## config.mk

```make
export PLATFORM = sky130hd
export DESIGN_NAME = csr_unit
export DESIGN_NICKNAME = d
export VERILOG_FILES = /design/src/rtl/csr_pkg.sv /design/src/rtl/csr_counter64.sv /design/src/rtl/csr_unit.sv
export SDC_FILE = /design/constraint.sdc
export NUM_CORES = 1
export LEC_CHECK = 0
export ABC_AREA = 1
export BUFFER_PORTS_ARGS = -buffer_cell sky130_fd_sc_hd__buf_2
export CAP_MARGIN = 5
export CORE_ASPECT_RATIO = 0.7
export CORE_UTILIZATION = 60
export CTS_BUF_LIST = sky130_fd_sc_hd__clkbuf_8 sky130_fd_sc_hd__clkbuf_16
export CTS_CLUSTER_DIAMETER = 50
export DETAILED_ROUTE_END_ITERATION = 8
export GPL_TIMING_DRIVEN = 0
export PLACE_DENSITY = 0.81
export SYNTH_ARGS = -nofsm -noshare
export SYNTH_HDL_FRONTEND = slang
export SYNTH_SLANG_ARGS = --single-unit
```

## constraint.sdc

```tcl
create_clock -name clk -period 3.02 [get_ports clk]
set_input_delay 0.151 -clock clk [delete_from_list [all_inputs] [get_ports clk]]
set_output_delay 0.151 -clock clk [all_outputs]
set_load 0.05 [all_outputs]
```

## src/rtl/csr_pkg.sv

```systemverilog
// Shared constants for the machine-mode CSR unit: addresses, op encodings,
// status/interrupt bit positions and the fixed misa value.
package csr_pkg;

  localparam logic [11:0] CSR_MSTATUS   = 12'h300;
  localparam logic [11:0] CSR_MISA      = 12'h301;
  localparam logic [11:0] CSR_MIE       = 12'h304;
  localparam logic [11:0] CSR_MTVEC     = 12'h305;
  localparam logic [11:0] CSR_MSCRATCH  = 12'h340;
  localparam logic [11:0] CSR_MEPC      = 12'h341;
  localparam logic [11:0] CSR_MCAUSE    = 12'h342;
  localparam logic [11:0] CSR_MTVAL     = 12'h343;
  localparam logic [11:0] CSR_MIP       = 12'h344;
  localparam logic [11:0] CSR_MCYCLE    = 12'hB00;
  localparam logic [11:0] CSR_MINSTRET  = 12'hB02;
  localparam logic [11:0] CSR_MCYCLEH   = 12'hB80;
  localparam logic [11:0] CSR_MINSTRETH = 12'hB82;
  localparam logic [11:0] CSR_MHARTID   = 12'hF14;

  typedef enum logic [1:0] {
    OP_RO = 2'b00,
    OP_RW = 2'b01,
    OP_RS = 2'b10,
    OP_RC = 2'b11
  } csr_op_e;

  localparam int MST_MIE    = 3;
  localparam int MST_MPIE   = 7;
  localparam int MST_MPP_LO = 11;

  // Interrupt cause codes double as the mie/mip bit positions.
  localparam int IRQ_SW  = 3;
  localparam int IRQ_TMR = 7;
  localparam int IRQ_EXT = 11;

  localparam logic [31:0] MISA_VAL = 32'h4000_0100;

  function automatic logic csr_read_only(input logic [11:0] addr);
    return (addr[11:10] == 2'b11) || (addr == CSR_MISA) || (addr == CSR_MIP);
  endfunction

endpackage

```

## src/rtl/csr_counter64.sv

```systemverilog
// 64-bit event counter with independently writable halves; a write to either
// half suppresses the increment of the whole counter for that cycle.
module csr_counter64 (
  input  logic        clk,
  input  logic        rst_n,
  input  logic        inc,
  input  logic        wr_lo,
  input  logic        wr_hi,
  input  logic [31:0] wdata,
  output logic [63:0] q
);

  always_ff @(posedge clk or negedge rst_n) begin
    if (!rst_n) begin
      q <= '0;
    end else if (wr_lo || wr_hi) begin
      if (wr_lo) q[31:0]  <= wdata;
      if (wr_hi) q[63:32] <= wdata;
    end else if (inc) begin
      q <= q + 64'd1;
    end
  end

endmodule

```

## src/rtl/csr_unit.sv

```systemverilog
// Machine-mode CSR unit: atomic RMW access, trap/MRET sequencing, interrupt
// pending evaluation and optional 64-bit cycle/instret counters.
module csr_unit
  import csr_pkg::*;
#(
  parameter int              XLEN      = 32,
  parameter bit              CNT_EN    = 1'b1,
  parameter logic [XLEN-1:0] MTVEC_RST = '0,
  parameter logic [XLEN-1:0] HART_ID   = '0
) (
  input  logic            clk,
  input  logic            rst_n,
  input  logic            csr_vld,
  input  logic [1:0]      csr_op,
  input  logic            csr_wen,
  input  logic [11:0]     csr_addr,
  input  logic [XLEN-1:0] csr_wdata,
  output logic [XLEN-1:0] csr_rdata,
  output logic            csr_illegal,
  input  logic            trap_vld,
  input  logic [XLEN-1:0] trap_cause,
  input  logic [XLEN-1:0] trap_pc,
  input  logic [XLEN-1:0] trap_tval,
  input  logic            mret_vld,
  input  logic            instret_inc,
  input  logic            irq_ext,
  input  logic            irq_tmr,
  input  logic            irq_sw,
  output logic [XLEN-1:0] trap_vector,
  output logic [XLEN-1:0] epc_out,
  output logic            irq_pend
);

  logic            st_mie, st_mpie;
  logic [2:0]      mie_q, mip_q;
  logic [XLEN-1:0] mtvec_q, mscratch_q, mepc_q, mcause_q, mtval_q;
  logic [63:0]     cycle_q, instret_q;

  logic [XLEN-1:0] rd_val, new_val, tvec_base;
  logic            impl, illegal, wr_intent, commit;
  logic            cyc_wr_lo, cyc_wr_hi, ins_wr_lo, ins_wr_hi;

  always_comb begin
    rd_val = '0;
    impl   = 1'b1;
    case (csr_addr)
      CSR_MSTATUS: begin
        rd_val[MST_MIE]           = st_mie;
        rd_val[MST_MPIE]          = st_mpie;
        rd_val[MST_MPP_LO +: 2]   = 2'b11;
      end
      CSR_MISA:     rd_val = MISA_VAL;
      CSR_MIE: begin
        rd_val[IRQ_EXT] = mie_q[2];
        rd_val[IRQ_TMR] = mie_q[1];
        rd_val[IRQ_SW]  = mie_q[0];
      end
      CSR_MTVEC:    rd_val = mtvec_q;
      CSR_MSCRATCH: rd_val = mscratch_q;
      CSR_MEPC:     rd_val = mepc_q;
      CSR_MCAUSE:   rd_val = mcause_q;
      CSR_MTVAL:    rd_val = mtval_q;
      CSR_MIP: begin
        rd_val[IRQ_EXT] = mip_q[2];
        rd_val[IRQ_TMR] = mip_q[1];
        rd_val[IRQ_SW]  = mip_q[0];
      end
      CSR_MHARTID:  rd_val = HART_ID;
      CSR_MCYCLE:    if (CNT_EN) rd_val = cycle_q[31:0];    else impl = 1'b0;
      CSR_MCYCLEH:   if (CNT_EN) rd_val = cycle_q[63:32];   else impl = 1'b0;
      CSR_MINSTRET:  if (CNT_EN) rd_val = instret_q[31:0];  else impl = 1'b0;
      CSR_MINSTRETH: if (CNT_EN) rd_val = instret_q[63:32]; else impl = 1'b0;
      default:      impl = 1'b0;
    endcase
  end

  // A reserved op is a plain read, so it never counts as a write attempt.
  assign wr_intent = csr_wen && (csr_op_e'(csr_op) != OP_RO);
  assign illegal   = !impl || (wr_intent && csr_read_only(csr_addr));
  assign commit    = csr_vld && wr_intent && !illegal;

  always_comb begin
    new_val = rd_val;
    case (csr_op_e'(csr_op))
      OP_RW:   new_val = csr_wdata;
      OP_RS:   new_val = rd_val | csr_wdata;
      OP_RC:   new_val = rd_val & ~csr_wdata;
      default: new_val = rd_val;
    endcase
  end

  always_ff @(posedge clk or negedge rst_n) begin
    if (!rst_n) begin
      csr_rdata   <= '0;
      csr_illegal <= 1'b0;
    end else if (csr_vld) begin
      csr_rdata   <= illegal ? '0 : rd_val;
      csr_illegal <= illegal;
    end
  end

  // Trap beats MRET beats a software write, register by register.
  always_ff @(posedge clk or negedge rst_n) begin
    if (!rst_n) begin
      st_mie  <= 1'b0;
      st_mpie <= 1'b0;
    end else if (trap_vld) begin
      st_mpie <= st_mie;
      st_mie  <= 1'b0;
    end else if (mret_vld) begin
      st_mie  <= st_mpie;
      st_mpie <= 1'b1;
    end else if (commit && csr_addr == CSR_MSTATUS) begin
      st_mie  <= new_val[MST_MIE];
      st_mpie <= new_val[MST_MPIE];
    end
  end

  always_ff @(posedge clk or negedge rst_n) begin
    if (!rst_n) begin
      mepc_q   <= '0;
      mcause_q <= '0;
      mtval_q  <= '0;
    end else if (trap_vld) begin
      mepc_q   <= {trap_pc[XLEN-1:2], 2'b00};
      mcause_q <= trap_cause;
      mtval_q  <= trap_tval;
    end else if (commit) begin
      if (csr_addr == CSR_MEPC)   mepc_q   <= {new_val[XLEN-1:2], 2'b00};
      if (csr_addr == CSR_MCAUSE) mcause_q <= new_val;
      if (csr_addr == CSR_MTVAL)  mtval_q  <= new_val;
    end
  end

  always_ff @(posedge clk or negedge rst_n) begin
    if (!rst_n) begin
      mie_q      <= '0;
      mtvec_q    <= MTVEC_RST;
      mscratch_q <= '0;
      mip_q      <= '0;
    end else begin
      mip_q <= {irq_ext, irq_tmr, irq_sw};
      if (commit && csr_addr == CSR_MIE)
        mie_q <= {new_val[IRQ_EXT], new_val[IRQ_TMR], new_val[IRQ_SW]};
      // Reserved vector modes (1x) fall back to direct mode.
      if (commit && csr_addr == CSR_MTVEC)
        mtvec_q <= {new_val[XLEN-1:2], new_val[1] ? 2'b00 : new_val[1:0]};
      if (commit && csr_addr == CSR_MSCRATCH)
        mscratch_q <= new_val;
    end
  end

  assign cyc_wr_lo = commit && (csr_addr == CSR_MCYCLE);
  assign cyc_wr_hi = commit && (csr_addr == CSR_MCYCLEH);
  assign ins_wr_lo = commit && (csr_addr == CSR_MINSTRET);
  assign ins_wr_hi = commit && (csr_addr == CSR_MINSTRETH);

  generate
    if (CNT_EN) begin : g_cnt
      csr_counter64 u_mcycle (
        .clk   (clk),
        .rst_n (rst_n),
        .inc   (1'b1),
        .wr_lo (cyc_wr_lo),
        .wr_hi (cyc_wr_hi),
        .wdata (new_val),
        .q     (cycle_q)
      );
      csr_counter64 u_minstret (
        .clk   (clk),
        .rst_n (rst_n),
        .inc   (instret_inc),
        .wr_lo (ins_wr_lo),
        .wr_hi (ins_wr_hi),
        .wdata (new_val),
        .q     (instret_q)
      );
    end else begin : g_no_cnt
      logic unused_cnt;
      assign unused_cnt = ^{cyc_wr_lo, cyc_wr_hi, ins_wr_lo, ins_wr_hi, instret_inc};
      assign cycle_q    = '0;
      assign instret_q  = '0;
    end
  endgenerate

  assign tvec_base = {mtvec_q[XLEN-1:2], 2'b00};

  always_comb begin
    trap_vector = tvec_base;
    if (mtvec_q[1:0] == 2'b01 && trap_cause[XLEN-1])
      trap_vector = tvec_base + {{(XLEN-7){1'b0}}, trap_cause[4:0], 2'b00};
  end

  assign epc_out  = mepc_q;
  assign irq_pend = st_mie && |(mip_q & mie_q);

endmodule

```

==> key figures, run 1 <==
Global routing
  • Maximum number of pins on one net before global-route repair: 110
  • Overall track demand over capacity in global routing: 75.7%
  • Final global-route overflow total: 47

Die
  • Initial Utilization: 61.5%
  • Die boundary height: 163 µm
  • Horizontal extent of the die: 232 µm
  • Number of cell rows: 58
  • Boundary pin count: 250

Yosys
  • Synth Register Bits: 326
  • Number of instances in the synthesized netlist: 3500
  • Yosys warning count: 0
  • Main flop type after synthesis: dfrtp_1
  • Library cell with the largest summed area after synthesis: dfrtp_1
  • Number of enable-type register cells in the synthesized netlist: 0
  • Synth top area cells: dfrtp_1 37%, nand2_1 22%, nand3_1 9.6%
  • Sequential share of the synthesized area: 36.6%
  • Ranking of synthesized cells by instance count: 1325 x nand2_1, 427 x nand3_1, 378 x nor2_1
  • Mean instance size in the synthesized netlist: 6.37 µm²
  • Number of library cell types mapped by synthesis: 43
  • Most used standard cell by instance count after synthesis: nand2_1
  • Fraction of synthesis flops using an asynchronous set or reset pin: 100%
  • Share of the synthesized area in the top cell type: 36.6%
  • Post-Synthesis Cell Area: 22300 µm²

Place
  • PortBufs: 242
  • Placer's final routability congestion estimate: 1.31
  • Estimated wirelength of the detail-placed design: 84600 µm
  • Worst setup timing slack at the placement stage: -674 ps

Run status
  • Last flow stage reached: global routing (5_1_grt)
  • First error message: [ERROR GRT-0232] Routing congestion too high. Check the congestion heatmap in the GUI.
  • Run status: did not finish

Clock network
  • Clock tree sinks: 326
  • Number of buffers inserted during clock tree synthesis: 39
  • Maximum number of buffers from clock root to sink: 3
  • Clock H-tree levels: 2
  • Clock tree root driver cell: clkbuf_16

STA
  • Type of pin the worst path ends at: primary output
  • Worst-path endpoint after global-route repair_timing: trap_vector[28]
==> logic make-up after synthesis <==
kind of cell	synth area share (%)
other	0.0168
XOR/XNOR	4.24
AND/OR/NAND/NOR	44.0
adder cells (fa/ha/maj)	0.482
AO/OA/AOI/OAI	6.45
flip-flops	36.6
buffers and inverters	8.27
==> metal layers <==
layer / track usage [%] / overflow
met5: 50.8 / 0
met4: 61.8 / 14
met3: 67.9 / 5
met2: 85.5 / 27
met1: 80.2 / 1
==> timing repair <==
action / in CTS
setup buffers: 14
hold buffers: 99
endpoints found under the setup margin: 36
endpoints found under the hold margin: 153
resized for setup: 45
cloned: 0
pin swaps: 8
==> per-stage QoR <==
stage                     utilization (%)  setup TNS, ps  area [µm²]  instances
after CTS                            73.9          -1120       26800       4412
after detailed placement             66.8         -52270       24200       4228
after global placement               66.5       -1494850       24100       4225
after floorplan                         -              0       22300       3503
==> run 2: changes to the inputs <==
--- a/config.mk
+++ b/config.mk
@@ -8,13 +8,10 @@
 export ABC_AREA = 1
 export BUFFER_PORTS_ARGS = -buffer_cell sky130_fd_sc_hd__buf_2
 export CAP_MARGIN = 5
-export CORE_ASPECT_RATIO = 0.7
-export CORE_UTILIZATION = 60
-export CTS_BUF_LIST = sky130_fd_sc_hd__clkbuf_8 sky130_fd_sc_hd__clkbuf_16
-export CTS_CLUSTER_DIAMETER = 50
+export CORE_UTILIZATION = 40
 export DETAILED_ROUTE_END_ITERATION = 8
 export GPL_TIMING_DRIVEN = 0
-export PLACE_DENSITY = 0.81
+export PLACE_DENSITY_LB_ADDON = 0.15
 export SYNTH_ARGS = -nofsm -noshare
 export SYNTH_HDL_FRONTEND = slang
 export SYNTH_SLANG_ARGS = --single-unit
==> key figures, run 2 <==
Run status
  • Run status: finished, violations left
  • Violations in the final reports: setup timing

Clock network
  • TritonCTS clock tree: done
  • Clock H-tree levels: 2
  • Maximum number of buffers from clock root to sink: 3
  • Clock tree sinks: 326
  • Number of buffers inserted during clock tree synthesis: 41
  • Clock tree root driver cell: clkbuf_16
  • Clock latency reported for the late side of the worst-skew pair: 600 ps
  • Clock transition at the registers of the reported paths: 60 ps

Yosys
  • Sequential share of the synthesized area: 36.6%
  • Fraction of synthesis flops using an asynchronous set or reset pin: 100%
  • Post-Synthesis Cell Area: 22300 µm²
  • Yosys warning count: 0
  • Synth Register Bits: 326
  • Library cell with the largest summed area after synthesis: dfrtp_1
  • Number of instances in the synthesized netlist: 3500
  • Number of enable-type register cells in the synthesized netlist: 0
  • Share of the synthesized area in the top cell type: 36.6%
  • Main flop type after synthesis: dfrtp_1
  • Synth top area cells: dfrtp_1 37%, nand2_1 22%, nand3_1 9.6%
  • Number of library cell types mapped by synthesis: 43
  • Ranking of synthesized cells by instance count: 1325 x nand2_1, 427 x nand3_1, 378 x nor2_1
  • Mean instance size in the synthesized netlist: 6.37 µm²
  • Most used standard cell by instance count after synthesis: nand2_1

Finish
  • Commonest non-fill, non-tap cell in the layout: nand2_1
  • Non-filler instance count after layout: 4688
  • Layout overhead on the synthesized area: 23.1%
  • Layout cell share with drive strength beyond 1: 13.2%
  • Count of inserted antenna diode cells: 0
  • Count of nets after finishing: 4073
  • Regs by FF count: g_cnt.u_mcycle.q: 64 flops, g_cnt.u_minstret.q: 64 flops
  • Post-layout utilization of the core: 49.8%
  • Leading cell types in the layout, fill and taps excluded: 1297 x nand2_1, 424 x nand3_1, 362 x nor2_1

Global routing
  • Via count of the first global-routing pass: 24302
  • Maximum number of pins on one net before global-route repair: 106
  • First-pass GRT wire length: 168000 µm
  • Final global-route overflow total: 0
  • Overall track demand over capacity in global routing: 40.9%
  • Initial antenna violation count: 2

STA
  • Count of final hold-check violations: 0
  • Final worst-path setup slack: -257 ps
  • Fin crit share: 109%
  • Total setup violations reported at the end of the flow: 9
  • Clock tree skew after final layout: 18.0 ps
  • Worst slack on hold paths: 38.4 ps
  • RSZ-0062 raised after global routing: true
  • Slew at the pin closest to its max-slew limit: 913 ps
  • Maximum operating frequency: 0.305 GHz
  • Headroom to the max-slew limit: 39.0%
  • Clock period minus worst slack: 3280 ps
  • Max-slew violation count: 0

Power and ir drop
  • Pleak: 13.5 nW
  • Clock power share: 45.5%
  • P per Cell Area: 406 nW/µm²
  • Total power: 0.0111 W
  • Maximum ir drop on the vdd rail: 0.378 mV
  • Internal: 0.00784 W
  • Net Switching: 0.00329 W
  • Part of the total power dissipated in combinational logic: 12.5%
  • Switching portion of total power: 29.6%
  • Sequential fraction of design power: 41.9%

Place
  • Placer's final routability congestion estimate: 1.05
  • Number of instances in the placed design: 4496
  • Estimated wirelength of the detail-placed design: 91100 µm
  • Worst setup timing slack at the placement stage: -934 ps
  • PortBufs: 242

Drt
  • Final wirelength: 118000 µm
  • Via/cell ratio: 5.64
  • Post-detailed-route DRC marker count: 0
  • Vias after detailed routing: 26458
  • Routed length per instance: 25.2 µm
  • Detail Route Antenna Nets: 0
  • Iteration count of the initial detailed-routing pass: 8
  • Number of design-rule violations left by the first detailed-router iteration: 3241

Setup path
  • Critical register-to-register path startpoint: g_cnt.u_mcycle.q[1]$_DFFE_PN0P_
  • Worst-path fanout max: 4
  • Classification of the worst setup path: flip-flop to output pin
  • Arrival time at the worst endpoint: 3130 ps
  • Critical Path Sink Type: output pin
  • Crit path launch: mtvec_q[2]$_DFFE_PN0P_
  • Data required time at the worst endpoint: 2870 ps
  • Worst Setup Start Kind: flip-flop

Worst hold path
  • Type of the tightest min-delay check: primary input to asynchronous set/reset pin

Die
  • Initial Utilization: 40.5%
  • Number of cell rows: 86
  • Boundary pin count: 250
  • Horizontal extent of the die: 238 µm
  • Die boundary height: 238 µm
  • Total die area: 56700 µm²
  • Core box area: 55100 µm²

Run
  • Max capacitance violation total: 0
==> run 2: power by group through the flow <==
stage | Combinational, W | Sequential, W | Clock (W)
2_1_floorplan | 0.000503 | 0.00481 | 0
4_1_cts | 0.00134 | 0.00466 | 0.00510
3_5_place_dp | 0.00122 | 0.00474 | 0
3_3_place_gp | 0.00120 | 0.00474 | 0
6_report | 0.00140 | 0.00467 | 0.00507
5_1_grt | 0.00147 | 0.00468 | 0.00525
==> run 2: routing by layer <==
metal  up-vias  GRT usage (%)  share of wire (%)
li1      11965              -                  -
met1     12491           55.6                 40
met2      1678           59.2                 41
met3       320           7.47                 11
met4         4           27.4                7.8
met5         -              0              0.021
==> run 2: cells by family after synthesis <==
| family | after synthesis | synth area share [%] |
|---|---|---|
| other | 1 | 0.0168 |
| AOI/OAI and AO/OA | 256 | 6.45 |
| and+or+nand+nor | 2343 | 44.0 |
| adders and majority gates | 8 | 0.482 |
| buffers and inverters | 458 | 8.27 |
| xor gates and xnor gates | 108 | 4.24 |
| DFF | 326 | 36.6 |
==> run 2: cell type report <==
| type | instances | area, µm² |
|---|---|---|
| fill | 5785 | 27600 |
| multi-input combinational | 2719 | 12600 |
| sequential | 326 | 8160 |
| timing repair buffer | 367 | 2540 |
| clock buffer | 60 | 1200 |
| inverter | 305 | 1140 |
| tap | 748 | 936 |
| buffer | 153 | 703 |
| clock inverter | 10 | 130 |
==> run 2: through the flow <==
stage	setup TNS (ps)	area, µm²
2_1_floorplan	0	22300
3_3_place_gp	-1719330	24500
3_5_place_dp	-110380	24600
4_1_cts	-1570	27200
5_1_grt	-2570	27500
6_report	-1680	27500
==> run 2: what timing repair did <==
item,CTS,global route
endpoints found under the setup margin,54,87
pin swaps,10,17
endpoints found under the hold margin,231,0
hold buffers,100,0
cloned,0,0
resized for setup,60,61
setup buffers,17,8
==> run 2: critical path, cell delays in order, from the launching register on <==
cell     delay (ps)
dfrtp_1         390
ha_2            210
inv_2            40
fa_2            330
inv_2            80
nand2_2          60
nand2_2          60
nand2_2          50
nand2_2          60
nand2_2          60
nand2_2          70
nand2_2          80
nor3_4          260
nand2_2         130
nor2_4          170
nand2_1         110
xor2_2          180
buf_6           180
==> run 2: path summary, 6_finish.rpt <==
path	end	slack (ps)	cells past startpoint
hold / removal	g_cnt.u_minstret.q[22]$_DFFE_PN0P_	40	2
setup reg to reg	g_cnt.u_mcycle.q[48]$_DFFE_PN0P_	80	11
hold reg to reg	mtval_q[27]$_DFFE_PN0P_	480	2
max in group asynchronous	epc_out[7]$_DFFE_PN0P_	1530	4
setup / recovery	trap_vector[20]	-260	17
min in group clk	mcause_q[1]$_DFFE_PN0P_	70	5
(Power assumes the default switching activity.)
